--- config.mk ---
export PLATFORM = sky130hd
export DESIGN_NAME = fetch_stage_flat
export DESIGN_NICKNAME = d
export VERILOG_FILES = /design/src/rtl/fetch_stage_if.sv /design/src/rtl/fetch_stage.sv /design/src/flat_wrapper.sv
export SDC_FILE = /design/constraint.sdc
export NUM_CORES = 1
export LEC_CHECK = 0
export CAP_MARGIN = 20
export CORE_UTILIZATION = 45
export CTS_BUF_LIST = sky130_fd_sc_hd__clkbuf_8
export CTS_CLUSTER_DIAMETER = 60
export DETAILED_ROUTE_END_ITERATION = 12
export PLACE_DENSITY = 0.84
export SLEW_MARGIN = 20
export SYNTH_ARGS = -nofsm -noshare
export SYNTH_HDL_FRONTEND = slang
export SYNTH_SLANG_ARGS = --single-unit
--- constraint.sdc ---
create_clock -name clk -period 2.3 [get_ports clk]
set_clock_uncertainty 0.2 [all_clocks]
set_input_delay 0.23 -clock clk [delete_from_list [all_inputs] [get_ports clk]]
set_output_delay 0.23 -clock clk [all_outputs]
set_load 0.01 [all_outputs]
--- src/rtl/fetch_stage_if.sv ---
// Fetch-stage bus bundle: pipeline control, instruction-memory port and
// the registered IF/ID decode bundle. The master side is the fetch stage;
// the slave side is the surrounding pipeline and instruction memory.
interface fetch_stage_if;
  logic        stall;
  logic        exc_req;
  logic        eret_req;
  logic [31:0] epc;
  logic        br_taken_D;
  logic [31:0] br_target_D;
  logic        is_br_D;
  logic [31:0] Addr;
  logic [31:0] instr_F;
  logic [4:0]  exccode_F;
  logic [31:0] instr_D;
  logic [31:0] pc_D;
  logic [4:0]  exccode_D;
  logic        bd_D;
  logic        valid_D;

  modport master (
    input  stall, exc_req, eret_req, epc, br_taken_D, br_target_D, is_br_D,
    input  instr_F, exccode_F,
    output Addr, instr_D, pc_D, exccode_D, bd_D, valid_D
  );

  modport slave (
    output stall, exc_req, eret_req, epc, br_taken_D, br_target_D, is_br_D,
    output instr_F, exccode_F,
    input  Addr, instr_D, pc_D, exccode_D, bd_D, valid_D
  );
endinterface

--- src/rtl/fetch_stage.sv ---
// Fetch stage: PC generator plus IF/ID pipeline register.
// Redirect priority: exception, eret, stall, taken branch, sequential.
// Optional macro FETCH_CNT_EN adds a 32-bit count of valid IF/ID loads.
// dbg_state exposes the BOOT/RUN/HANDLER tracker for debug only.
module fetch_stage #(
  parameter logic [31:0] RESET_PC   = 32'h0000_3000,
  parameter logic [31:0] EXC_VECTOR = 32'h0000_4180
) (
  input  logic          clk,
  input  logic          reset,
  fetch_stage_if.master bus,
  output logic [1:0]    dbg_state
`ifdef FETCH_CNT_EN
  ,
  output logic [31:0]   fetch_cnt
`endif
);

  typedef enum logic [1:0] {
    BOOT    = 2'd0,
    RUN     = 2'd1,
    HANDLER = 2'd2
  } state_t;

  state_t      state_q, state_d;
  logic [31:0] pc_q, pc_d;
  logic [31:0] instr_D_q, instr_D_d;
  logic [31:0] pc_D_q, pc_D_d;
  logic [4:0]  exccode_D_q, exccode_D_d;
  logic        bd_D_q, bd_D_d;
  logic        valid_D_q, valid_D_d;
  logic        doFlush;
  logic        doLoad;

  // A redirect from a later stage flushes IF/ID; otherwise it loads unless stalled.
  always_comb begin
    doFlush = bus.exc_req | bus.eret_req;
    doLoad  = ~doFlush & ~bus.stall;
  end

  // Next PC and next IF/ID contents, highest-priority redirect first.
  always_comb begin
    pc_d        = pc_q;
    instr_D_d   = instr_D_q;
    pc_D_d      = pc_D_q;
    exccode_D_d = exccode_D_q;
    bd_D_d      = bd_D_q;
    valid_D_d   = valid_D_q;
    if (bus.exc_req || bus.eret_req) begin
      pc_d        = bus.exc_req ? EXC_VECTOR : bus.epc;
      instr_D_d   = 32'h0;
      pc_D_d      = 32'h0;
      exccode_D_d = 5'h0;
      bd_D_d      = 1'b0;
      valid_D_d   = 1'b0;
    end else if (doLoad) begin
      pc_d        = bus.br_taken_D ? bus.br_target_D : pc_q + 32'd4;
      instr_D_d   = (bus.exccode_F != 5'h0) ? 32'h0 : bus.instr_F;
      pc_D_d      = pc_q;
      exccode_D_d = bus.exccode_F;
      bd_D_d      = bus.is_br_D;
      valid_D_d   = 1'b1;
    end
  end

  // Mode tracker: leaves BOOT after the first edge, follows exception/eret.
  always_comb begin
    state_d = state_q;
    if (bus.exc_req) begin
      state_d = HANDLER;
    end else if (bus.eret_req) begin
      state_d = RUN;
    end else if (state_q == BOOT) begin
      state_d = RUN;
    end
  end

  // PC, IF/ID and mode registers with asynchronous active-low reset.
  always_ff @(posedge clk or negedge reset) begin
    if (!reset) begin
      state_q     <= BOOT;
      pc_q        <= RESET_PC;
      instr_D_q   <= 32'h0;
      pc_D_q      <= 32'h0;
      exccode_D_q <= 5'h0;
      bd_D_q      <= 1'b0;
      valid_D_q   <= 1'b0;
    end else begin
      state_q     <= state_d;
      pc_q        <= pc_d;
      instr_D_q   <= instr_D_d;
      pc_D_q      <= pc_D_d;
      exccode_D_q <= exccode_D_d;
      bd_D_q      <= bd_D_d;
      valid_D_q   <= valid_D_d;
    end
  end

`ifdef FETCH_CNT_EN
  logic [31:0] cnt_q, cnt_d;

  // Count only edges where IF/ID captures a real instruction; wraps naturally.
  always_comb begin
    cnt_d = doLoad ? cnt_q + 32'd1 : cnt_q;
  end

  // Fetch counter register.
  always_ff @(posedge clk or negedge reset) begin
    if (!reset) begin
      cnt_q <= 32'h0;
    end else begin
      cnt_q <= cnt_d;
    end
  end

  assign fetch_cnt = cnt_q;
`endif

  assign bus.Addr      = pc_q;
  assign bus.instr_D   = instr_D_q;
  assign bus.pc_D      = pc_D_q;
  assign bus.exccode_D = exccode_D_q;
  assign bus.bd_D      = bd_D_q;
  assign bus.valid_D   = valid_D_q;
  assign dbg_state     = state_q;

endmodule

--- src/flat_wrapper.sv ---
// flat-port wrapper written by rule: the top's interface ports become plain ports
module fetch_stage_flat 
#(
  parameter logic [31:0] RESET_PC   = 32'h0000_3000,
  parameter logic [31:0] EXC_VECTOR = 32'h0000_4180
)
  (clk, reset, dbg_state, bus_stall, bus_exc_req, bus_eret_req, bus_epc, bus_br_taken_D, bus_br_target_D, bus_is_br_D, bus_instr_F, bus_exccode_F, bus_Addr, bus_instr_D, bus_pc_D, bus_exccode_D, bus_bd_D, bus_valid_D);
  fetch_stage_if bus_i ();
  input  logic clk;
  input  logic reset;
  output logic [1:0] dbg_state;
  input wire logic [$bits(bus_i.stall)-1:0] bus_stall;
  input wire logic [$bits(bus_i.exc_req)-1:0] bus_exc_req;
  input wire logic [$bits(bus_i.eret_req)-1:0] bus_eret_req;
  input wire logic [$bits(bus_i.epc)-1:0] bus_epc;
  input wire logic [$bits(bus_i.br_taken_D)-1:0] bus_br_taken_D;
  input wire logic [$bits(bus_i.br_target_D)-1:0] bus_br_target_D;
  input wire logic [$bits(bus_i.is_br_D)-1:0] bus_is_br_D;
  input wire logic [$bits(bus_i.instr_F)-1:0] bus_instr_F;
  input wire logic [$bits(bus_i.exccode_F)-1:0] bus_exccode_F;
  output wire logic [$bits(bus_i.Addr)-1:0] bus_Addr;
  output wire logic [$bits(bus_i.instr_D)-1:0] bus_instr_D;
  output wire logic [$bits(bus_i.pc_D)-1:0] bus_pc_D;
  output wire logic [$bits(bus_i.exccode_D)-1:0] bus_exccode_D;
  output wire logic [$bits(bus_i.bd_D)-1:0] bus_bd_D;
  output wire logic [$bits(bus_i.valid_D)-1:0] bus_valid_D;
  assign bus_i.stall = bus_stall;
  assign bus_i.exc_req = bus_exc_req;
  assign bus_i.eret_req = bus_eret_req;
  assign bus_i.epc = bus_epc;
  assign bus_i.br_taken_D = bus_br_taken_D;
  assign bus_i.br_target_D = bus_br_target_D;
  assign bus_i.is_br_D = bus_is_br_D;
  assign bus_i.instr_F = bus_instr_F;
  assign bus_i.exccode_F = bus_exccode_F;
  assign bus_Addr = bus_i.Addr;
  assign bus_instr_D = bus_i.instr_D;
  assign bus_pc_D = bus_i.pc_D;
  assign bus_exccode_D = bus_i.exccode_D;
  assign bus_bd_D = bus_i.bd_D;
  assign bus_valid_D = bus_i.valid_D;
  fetch_stage #(.RESET_PC(RESET_PC), .EXC_VECTOR(EXC_VECTOR)) u_core (.clk(clk), .reset(reset), .bus(bus_i), .dbg_state(dbg_state));
endmodule
==> impl_metrics.json <==
{
  "crit_path_start": "u_core.bus.Addr[3]",
  "insertion_delay_ns": 0.37,
  "cp_max_fo": 7,
  "ff2ff_path_depth": 6,
  "vias": 4908,
  "synthFlopType": "dfrtp_1",
  "regArea_um2": 2630,
  "synthTopCellsByArea": "dfrtp_1 50%, mux2i_1 8.7%, a22o_1 7.0%, nor2_1 4.5%, a21oi_1 3.0%",
  "antenna_left": 0,
  "end_kind": "register",
  "fin_crit_ns": 2.16,
  "clk_pin_slew_ns": 0.11,
  "fin_crit_sh_pct": 94.0,
  "antenna_found_initial": 0,
  "core_region_area_um2": 11000,
  "worstReg2RegEnd": "u_core.bus.Addr[30]",
  "numCtsBuffers": 9,
  "grt_pass1_wl_um": 25300,
  "status": "finished clean",
  "tritoncts": "done",
  "rows": 38,
  "hold_ws_ns": 0.165,
  "vdd_ir_drop_max_mv": 0.332,
  "dieArea_um2": 11900,
  "grt-ovfl-total": 0,
  "cellLeakagePower_nw": 3.37,
  "avgRoutedWirePerCell_um": 19.0,
  "gp_congestion": 0.914,
  "track_usage_pct": 27.9,
  "p_per_area_nw_per_um2": 504,
  "synth_seq_cells": 105,
  "min_path_type": "input pin to register",
  "cts_root_buffer": "clkbuf_8",
  "dr.pass1.iters": 5,
  "ys_warn_count": 0,
  "num-nets-final": 824,
  "viasPerCell": 5.71,
  "synth_area_um2": 5150,
  "drcViolationCount": 0,
  "finalSetupViolCount": 0,
  "portBuffers": 212,
  "die_y_um": 109,
  "multiInputGateArea_um2": 2290,
  "slew_headroom_pct": 61.3,
  "async_reset_ff_share_pct": 100,
  "area_growth_pct": 51.1,
  "io_pins": 213,
  "crit_arrival_ns": 2.22,
  "hold_viol": 0,
  "cp-start-kind": "register",
  "timing.rr.start": "u_core.bus.Addr[3]",
  "n_fill_cell": 815,
  "syn_area_per_cell_um2": 10.5,
  "synth_nets": 598,
  "required_ns": 2.36,
  "drv_cap": 0,
  "post_cts_buffers": 0,
  "die_x_um": 109,
  "wl_um": 16300,
  "n_antenna_cell": 0,
  "clock_sinks": 105,
  "ff2ff_setup_slack_ns": 0.14,
  "drv_slew": 0,
  "start_util_pct": 46.9,
  "htree_levels": 3,
  "synth.most_common_cell": "dfrtp_1",
  "yosysUniqueCellTypes": 56,
  "grt_max_degree": 42,
  "max-clock-path-buffers": 2,
  "max_freq_mhz": 463,
  "post-route-util_pct": 70.9,
  "synthCells": 489,
  "finalSetupTns_ns": 0,
  "critPathCapture": "u_core.bus.Addr[30]",
  "ys_seq_area_share_pct": 51.0,
  "drive_above_1_share_pct": 10.7,
  "synth_top_cell_by_area": "dfrtp_1",
  "rsz0062_at_grt": "false",
  "tightest_slew_ns": 0.580,
  "worstSetupPathType": "register to register",
  "grt_pass1_vias": 4893,
  "drt_iter0_markers": 297,
  "hpwl_um": 11800,
  "synthTopCellsByCount": "103 x dfrtp_1, 62 x nor2_1, 45 x mux2i_1",
  "synth_edf_count": 0,
  "yosysTopAreaCellShare_pct": 50.0
}
-- flip-flops by register name (all words and copies together), names as in the netlist --
name,flops
u_core.dbg_state,2
u_core.bus.exccode_D,5
u_core.bus.bd_D,1
u_core.bus.valid_D,1
u_core.bus.pc_D,32
u_core.bus.instr_D,32
u_core.bus.Addr,32
-- placed cells by master, fill, tap and decap left out, drive strengths merged, types with 12 or more instances in the layout --
cell type,instances
a22o,42
clkdlybuf4s50,210
nand3,17
nand4,13
dfrtp,103
mux2i,45
o21ai,26
inv,12
nor2,66
nand2,17
buf,39
a21oi,31
-- critical path: stages (launching register included) --
cell	delay, ns
dfrtp_1	0.51
ha_1	0.26
nand3_2	0.23
nor2_4	0.27
nand3_1	0.13
mux2i_1	0.15
a211oi_1	0.29
-- cells by family (layout without fill, tap and decap cells) --
| group | count (synthesis) | after routing | share of synthesized area [%] |
|---|---|---|---|
| AOI/OAI and AO/OA | 142 | 142 | 19.3 |
| xor gates and xnor gates | 14 | 14 | 2.38 |
| adders and majority gates | 1 | 1 | 0.243 |
| buffers and inverters | 46 | 276 | 4.90 |
| DFF | 105 | 105 | 51.0 |
| muxes | 45 | 45 | 8.74 |
| and+or+nand+nor | 136 | 137 | 13.4 |
-- per-stage QoR --
stage	cells	area (µm²)	total power (W)	setup slack (ns)
6_report	860	7790	0.00393	0.139
5_1_grt	860	7790	0.00409	0.0137
4_1_cts	859	7780	0.00395	0.0859
3_5_place_dp	842	7550	0.00275	0.0389
3_3_place_gp	842	7550	0.00273	0.0772
2_1_floorplan	489	5150	0.00228	0.360
-- layer usage --
layer | global-route usage (%) | part of all wire [%]
met1 | 37.0 | 42
met2 | 46.1 | 48
met3 | 5.20 | 8.0
met4 | 9.17 | 1.7
met5 | 0 | 0
-- worst min path at each step --
stage                          from                   to  slack, ns  cells after the start
after detailed placement      reset  u_core.bus.pc_D[27]       0.07                      1
after CTS                 bus_stall  u_core.bus.pc_D[19]       0.14                      4
after global routing      bus_stall   u_core.bus.valid_D       0.20                      3
final                     bus_stall  u_core.bus.pc_D[19]       0.17                      4
after global placement        reset  u_core.bus.Addr[29]       0.06                      1
after floorplan               reset   u_core.bus.Addr[0]      -0.27                      0
-- power by group --
| part | switching [W] | internal (W) |
|---|---|---|
| clock network | 0.000659 | 0.000545 |
| logic | 0.000330 | 0.000407 |
| registers | 0.0000803 | 0.00191 |
| total | 0.00107 | 0.00286 |
-- layout make-up --
cell class                      count  share of cell area (%)
Timing Repair Buffer              250                    31.4
Inverter                           10                   0.482
Clock inverter                      6                   0.932
Clock buffer                       10                    1.77
Sequential cell                   105                    33.8
Tap cell                          140                    2.25
Multi-Input combinational cell    339                    29.4
-- repair_timing --
item | CTS | global route
hold buffers | 1 | 0
setup endpoints to repair | 1 | 3
cloned | 0 | 1
resized for setup | 1 | 1
hold endpoints to repair | 36 | 0
pin swaps | 0 | 2
No activity file was read; power rests on OpenSTA's default activity.
